[config.mk]
export PLATFORM = sky130hd
export DESIGN_NAME = sensor_conditioner
export DESIGN_NICKNAME = d
export VERILOG_FILES = /design/src/rtl/traffic_pkg.sv /design/src/rtl/sensor_debounce.sv /design/src/rtl/sensor_conditioner.sv
export SDC_FILE = /design/constraint.sdc
export NUM_CORES = 1
export LEC_CHECK = 0
export CORE_MARGIN = 4
export CORE_UTILIZATION = 30
export CTS_CLUSTER_SIZE = 10
export DETAILED_ROUTE_END_ITERATION = 16
export DONT_BUFFER_PORTS = 1
export GPL_TIMING_DRIVEN = 0
export PLACE_DENSITY = 0.5
export SYNTH_ARGS = -nofsm -noshare
export SYNTH_HDL_FRONTEND = slang
export SYNTH_HIERARCHICAL = 1
export SYNTH_SLANG_ARGS = --single-unit
[constraint.sdc]
create_clock -name clk -period 2.5 [get_ports clk]
set_input_delay 0 -clock clk [delete_from_list [all_inputs] [get_ports clk]]
set_output_delay 0 -clock clk [all_outputs]
set_load 0.05 [all_outputs]
[src/rtl/traffic_pkg.sv]
// Shared channel indices and 10 kHz timing defaults for the traffic-light sensor front end.
package traffic_pkg;

  localparam int N_SENS = 3;
  localparam int CH_TH  = 0;
  localparam int CH_NN  = 1;
  localparam int CH_NS  = 2;

  // 20 ms debounce and 60 s stuck-sensor window at a 10 kHz clock
  localparam int DEB_TICKS_10K   = 200;
  localparam int STUCK_TICKS_10K = 600000;

endpackage

[src/rtl/sensor_debounce.sv]
// One sensor channel: 2-flop sync, debounce, rise-triggered request latch, optional stuck detect (SENSOR_FAULT_EN).
// Presence lags the raw edge by 2+DEB_TICKS edges, req one edge more; no backpressure, req_clr is a one-cycle pulse.
module sensor_debounce
  import traffic_pkg::*;
#(
  parameter int DEB_TICKS   = DEB_TICKS_10K,
  parameter int STUCK_TICKS = STUCK_TICKS_10K
) (
  input  logic clk,
  input  logic reset,
  input  logic enable,
  input  logic raw,
  input  logic req_clr,
  output logic present,
  output logic req,
  output logic fault
);

  localparam int CW = $clog2(DEB_TICKS);
  localparam logic [CW-1:0] CNT_MAX = CW'(DEB_TICKS - 1);

  if (DEB_TICKS < 2 || STUCK_TICKS < 1) begin : g_bad_param
    $error("sensor_debounce: DEB_TICKS must be >= 2 and STUCK_TICKS >= 1");
  end

  logic          s1_q, s1_d;
  logic          s2_q, s2_d;
  logic [CW-1:0] cnt_q, cnt_d;
  logic          stable_q, stable_d;
  logic          stable_dly_q, stable_dly_d;
  logic          req_q, req_d;
  logic          rise;
  logic          fault_w;

  always_comb begin
    s1_d         = raw;
    s2_d         = s1_q;
    cnt_d        = '0;
    stable_d     = stable_q;
    stable_dly_d = stable_q;

    // Counter only advances while enabled and the synced input disagrees with the stable level
    if (enable && (s2_q != stable_q)) begin
      if (cnt_q == CNT_MAX) begin
        stable_d = s2_q;
      end else begin
        cnt_d = cnt_q + 1'b1;
      end
    end

    rise  = stable_q && !stable_dly_q;
    req_d = req_q;
    if (req_clr) begin
      req_d = 1'b0;
    end
    // Set after clear so a coincident arrival is never lost
    if (rise && enable && !fault_w) begin
      req_d = 1'b1;
    end
  end

  always_ff @(posedge clk) begin
    if (!reset) begin
      s1_q         <= 1'b0;
      s2_q         <= 1'b0;
      cnt_q        <= '0;
      stable_q     <= 1'b0;
      stable_dly_q <= 1'b0;
      req_q        <= 1'b0;
    end else begin
      s1_q         <= s1_d;
      s2_q         <= s2_d;
      cnt_q        <= cnt_d;
      stable_q     <= stable_d;
      stable_dly_q <= stable_dly_d;
      req_q        <= req_d;
    end
  end

`ifdef SENSOR_FAULT_EN
  localparam int SW = $clog2(STUCK_TICKS + 1);
  localparam logic [SW-1:0] STUCK_MAX = SW'(STUCK_TICKS);

  logic [SW-1:0] stuck_q, stuck_d;
  logic          fault_q, fault_d;

  always_comb begin
    stuck_d = stuck_q;
    fault_d = fault_q;
    if (!stable_q) begin
      stuck_d = '0;
      fault_d = 1'b0;
    end else if (enable && (stuck_q != STUCK_MAX)) begin
      stuck_d = stuck_q + 1'b1;
      if (stuck_q == STUCK_MAX - 1'b1) begin
        fault_d = 1'b1;
      end
    end
  end

  always_ff @(posedge clk) begin
    if (!reset) begin
      stuck_q <= '0;
      fault_q <= 1'b0;
    end else begin
      stuck_q <= stuck_d;
      fault_q <= fault_d;
    end
  end

  assign fault_w = fault_q;
`else
  assign fault_w = 1'b0;
`endif

  assign present = stable_q & ~fault_w;
  assign req     = req_q;
  assign fault   = fault_w;

endmodule

[src/rtl/sensor_conditioner.sv]
// Conditions the three vehicle sensors into clean STH/SNN/SNS levels plus latched requests; SENSOR_FAULT_EN adds stuck flags.
// Latency 2+DEB_TICKS edges raw-to-presence, req one edge later; no backpressure, channels independent.
module sensor_conditioner
  import traffic_pkg::*;
#(
  parameter int DEB_TICKS   = DEB_TICKS_10K,
  parameter int STUCK_TICKS = STUCK_TICKS_10K
) (
  input  logic       clk,
  input  logic       reset,
  input  logic       enable,
  input  logic [2:0] raw_sens,
  input  logic [2:0] req_clr,
  output logic       STH,
  output logic       SNN,
  output logic       SNS,
  output logic [2:0] req,
  output logic [2:0] fault
);

  logic [N_SENS-1:0] present;

  for (genvar i = 0; i < N_SENS; i++) begin : g_ch
    sensor_debounce #(
      .DEB_TICKS   (DEB_TICKS),
      .STUCK_TICKS (STUCK_TICKS)
    ) u_deb (
      .clk     (clk),
      .reset   (reset),
      .enable  (enable),
      .raw     (raw_sens[i]),
      .req_clr (req_clr[i]),
      .present (present[i]),
      .req     (req[i]),
      .fault   (fault[i])
    );
  end

  assign STH = present[CH_TH];
  assign SNN = present[CH_NN];
  assign SNS = present[CH_NS];

endmodule
Yosys cells after proc, flatten, opt, wreduce, memory -nomap -nowiden
Index checks and enable logic that the tools add are counted.
{"block": "totals", "ff_bits": 39, "word_cells": 58, "in_bits": 9, "output_inout_bits": 9}
{"block": "op_classes", "bitwise": 4, "muxes": 6, "n_addsub": 3, "n_eq_ne": 6, "reduce_logical": 21}
{"operator": "$add A8 B1 Y8 const B", "count": 3}
{"operator": "$eq A8 B8 Y1 const B", "count": 3}
{"operator": "$logic_and A1 B1 Y1", "count": 9}
{"operator": "$reduce_or A3 Y1", "count": 3}
{"operator": "$mux W1", "count": 6}
{"operator": "$reduce_and A2 Y1", "count": 3}
{"operator": "$reduce_bool A2 Y1", "count": 3}
{"operator": "$not A1 Y1", "count": 4}
{"operator": "$logic_not A1 Y1", "count": 3}
{"operator": "$ne A1 B1 Y1", "count": 3}

Longest topological paths before layout
{"block": "logic_depth", "word_depth": 4, "ltp_mapped": 4, "depth_no_buf": 4}

Modules after synthesis
The synthesis kept the hierarchy.
{"module": "sensor_debounce", "n_inst": 3, "cells_per_inst": 55, "area_each_um2": 524.3}

Worst setup path before layout
No wires, ideal clock.
{"block": "synth_path", "path_type": "reg2reg", "start": "register g_ch[0].u_deb.stable_q", "end": "register g_ch[0].u_deb.cnt_q[6]", "path_stages_with_launch": 4, "path_slack_ns": 1.157, "arrival_ns": 1.265, "required_ns": 2.422, "path_cell_list": "dfxtp_1 -> xnor2_1 -> or2_2 -> nor3_1"}
{"block": "synth_via", "elab_chain_len": 4}
{"item": "from (decl)", "line": "sensor_debounce.sv:29", "source": "logic stable_q, stable_d;"}
{"item": "from (signal assigned)", "line": "sensor_debounce.sv:74", "source": "stable_q <= stable_d;"}
{"item": "$ne A1 B1 Y1", "line": "sensor_debounce.sv:43", "source": "if (enable && (s2_q != stable_q)) begin"}
{"item": "$logic_and A1 B1 Y1", "line": "sensor_debounce.sv:43"}
{"item": "$not A1 Y1 (no line)"}
{"item": "$reduce_or A3 Y1 (no line)"}
{"item": "to (signal assigned)", "line": "sensor_debounce.sv:73", "source": "cnt_q <= cnt_d;"}
{"item": "to (decl)", "line": "sensor_debounce.sv:28", "source": "logic [CW-1:0] cnt_q, cnt_d;"}
No other way between the ends.
A chain may end at the register's enable or synchronous reset.

Worst setup path after layout
Ends and elaborated chain as after synthesis.

==> impl_metrics.tcl <==
set metrics [dict create \
    die_h_um 80.4 \
    drtIter0Drc 70 \
    num_rows 26 \
    critPathKind "reg2reg" \
    synth_top_area_cell "dfxtp_1" \
    outcome "finished clean" \
    cts_buffer_depth 2 \
    antenna_found_initial 0 \
    totalWireLength_mm 2.73 \
    nNetsFinal 192 \
    timing.fmax_ghz 0.693 \
    wl_per_cell_um 10.9 \
    yosysWarnings 6 \
    min_period_over_period 0.577 \
    fin_crit_ps 1440 \
    synth_top_area_share 0.496 \
    cpPeakStageDelay_ps 710 \
    avgSynthCellArea_um2 9.53 \
    fillers 508 \
    io_buffers 0 \
    grt_start_max_net_pins 19 \
    syn_inst 165 \
    grt_pass1_vias 1097 \
    drc 0 \
    final-setup-viol-count 0 \
    startpoint_type "register" \
    tightest_slew_ps 620 \
    crit_buf_inv 0 \
    crit_fanout 4 \
    ys_seq_area_frac 0.496 \
    cp.arrival_ps 1660 \
    fp.dieArea_mm2 0.00646 \
    cts-resized-gates 0 \
    p_leak_nw 0.678 \
    final_max_slew_viol_count 0 \
    ff_latch_area_um2 781 \
    ioPinCount 18 \
    fin_cells 251 \
    r2r_setup_slack_ps 1060 \
    finalWorstSetupSlack_ps 1060 \
    core-area_mm2 0.00511 \
    power_density_mw_per_mm2 641 \
    cts_tree "built" \
    syn_nets 177 \
    worstHoldPathType "in2reg" \
    ys_ff_latch 39 \
    grt_overflow_total 0 \
    die_w_um 80.4 \
    post-dp-hpwl_mm 1.94 \
    worstPathCellList "xnor2_1 -> or2_2 -> nor3_1" \
    synth_area_leaders "dfxtp_1 (50%), nor2_1 (3.6%), xnor2_1 (3.3%)" \
    avgViaCountPerCell 4.49 \
    relSlewSlack 0.586 \
    syn_to_final_growth_pct 17.8 \
    placedCellCount 235 \
    cts_root_buf "clkbuf_8" \
    grt_usage 0.0924 \
    yosysUniqueCellTypes 27 \
    routabilityCongestion 0.785 \
    end_kind "register" \
    tns_ps 0 \
    crit_slowest_cell "dfxtp_1" \
    cts_setup_buffers 0 \
    cts_made_buffers 5 \
    skew_ps 6.28 \
    dp_worst_setup_slack_ps 1060 \
    layout-drive-gt1-share 0.110 \
    cts_sinks 39 \
    cp_top_family "flip-flops" \
    initial_core_util 0.308 \
    vias 1128 \
    rsz0062_at_grt "false" \
    irDropWorstVdd_mv 0.233 \
    clk_latency_ps 290 \
    antennaDiodeCount 0 \
    dr.pass1.iters 4 \
    synth_area_mm2 0.00157 \
    multi_input_area_um2 747 \
    path_clk_slew_ps 80 \
    drv_cap 0 \
    grt_pass1_wl_mm 4.66 \
    final-hold-violation-count 0 \
    htreeDepth 2 \
    ant_nets 0 \
    critPathRequiredTime_ps 2710 \
]
synthesized netlist by cell type, drive strengths merged:
library cell and number:
and2 6, nor2 15, a31oi 3, ha 3
a211o 3, nand3b 3, conb 3, nor3 3
buf 3, or3 6, nor4b 3, and3 6
nand2b 3, or2 3, a21boi 3, o21ai 6
o21a 3, xnor2 6, xor2 6, a21oi 6
dfxtp 39, inv 6, mux2i 3, nand4 3
nand3 9, nand2 12
power breakdown:
group          switching, W  leakage, nW  internal [W]   total, W
Sequential       0.00000258        0.315      0.000626   0.000629
Clock              0.000222       0.0581      0.000297   0.000519
Combinational     0.0000231        0.305     0.0000184  0.0000415
cell type report:
type | instances | share of cell area
buffer | 3 | 0.0122
clock buffer | 5 | 0.0371
clock inverter | 3 | 0.0236
inverter | 6 | 0.0122
multi-input combinational | 117 | 0.403
sequential | 39 | 0.421
tap | 70 | 0.0473
timing repair buffer | 8 | 0.0432
cell usage in the layout (no fill, tap or decap), types with 5 or more instances in the layout:
master,count
dfxtp_1,39
nor2_1,15
nand2_1,12
dlygate4sd3_1,8
and2_1,6
o21ai_0,6
or3_1,6
and3_1,6
xnor2_1,6
a21oi_1,6
nand3_1,6
inv_1,6
xor2_1,6
clkbuf_8,5
sequential cells by signal, indices dropped and copies added (netlist names):
name,cells
g_ch.u_deb/cnt_q,24
g_ch.u_deb/present,3
g_ch.u_deb/req,3
g_ch.u_deb/s1_q,3
g_ch.u_deb/s2_q,3
g_ch.u_deb/stable_dly_q,3
per-stage QoR:
step / hold slack, ps / util / instance area, um^2 / total power, W
5_1_grt: 386 / 0.363 / 1850 / 0.00123
6_report: 363 / 0.363 / 1850 / 0.00119
4_1_cts: 355 / 0.363 / 1850 / 0.00121
2_1_floorplan: 116 / - / 1570 / 0.000667
3_3_place_gp: 120 / 0.325 / 1660 / 0.000669
3_5_place_dp: 127 / 0.325 / 1660 / 0.000669
metal layers:
metal  track usage  up-vias  routed length [um]
li1              -      589                   -
met1        0.0986      516                1190
met2         0.162       17                1350
met3        0.0280        6                 140
met4        0.0490        0                  54
met5             0        -                   0
repair_timing:
| item | 4_1_cts | 5_1_grt |
|---|---|---|
| endpoints found under the setup margin | 0 | 0 |
| hold buffers | 8 | 0 |
| endpoints found under the hold margin | 24 | 0 |
logic make-up after synthesis:
group | count (synthesis) | share of synthesized area
muxes | 3 | 0.0191
AOI/OAI and AO/OA | 24 | 0.0955
other | 3 | 0.00716
xor gates and xnor gates | 12 | 0.0668
DFF | 39 | 0.496
buffers and inverters | 9 | 0.0286
adders and majority gates | 3 | 0.0239
and+or+nand+nor | 72 | 0.263
final timing paths:
path | end | cells after the start | from
max | g_ch[0].u_deb/cnt_q[6] | 3 | g_ch[0].u_deb/present
max reg2reg | g_ch[0].u_deb/cnt_q[6] | 3 | g_ch[0].u_deb/present
min | g_ch[2].u_deb/s1_q | 2 | raw_sens[2]
min reg2reg | g_ch[0].u_deb/s2_q | 1 | g_ch[0].u_deb/s1_q
Note: power is estimated with default switching activity, not from simulation.
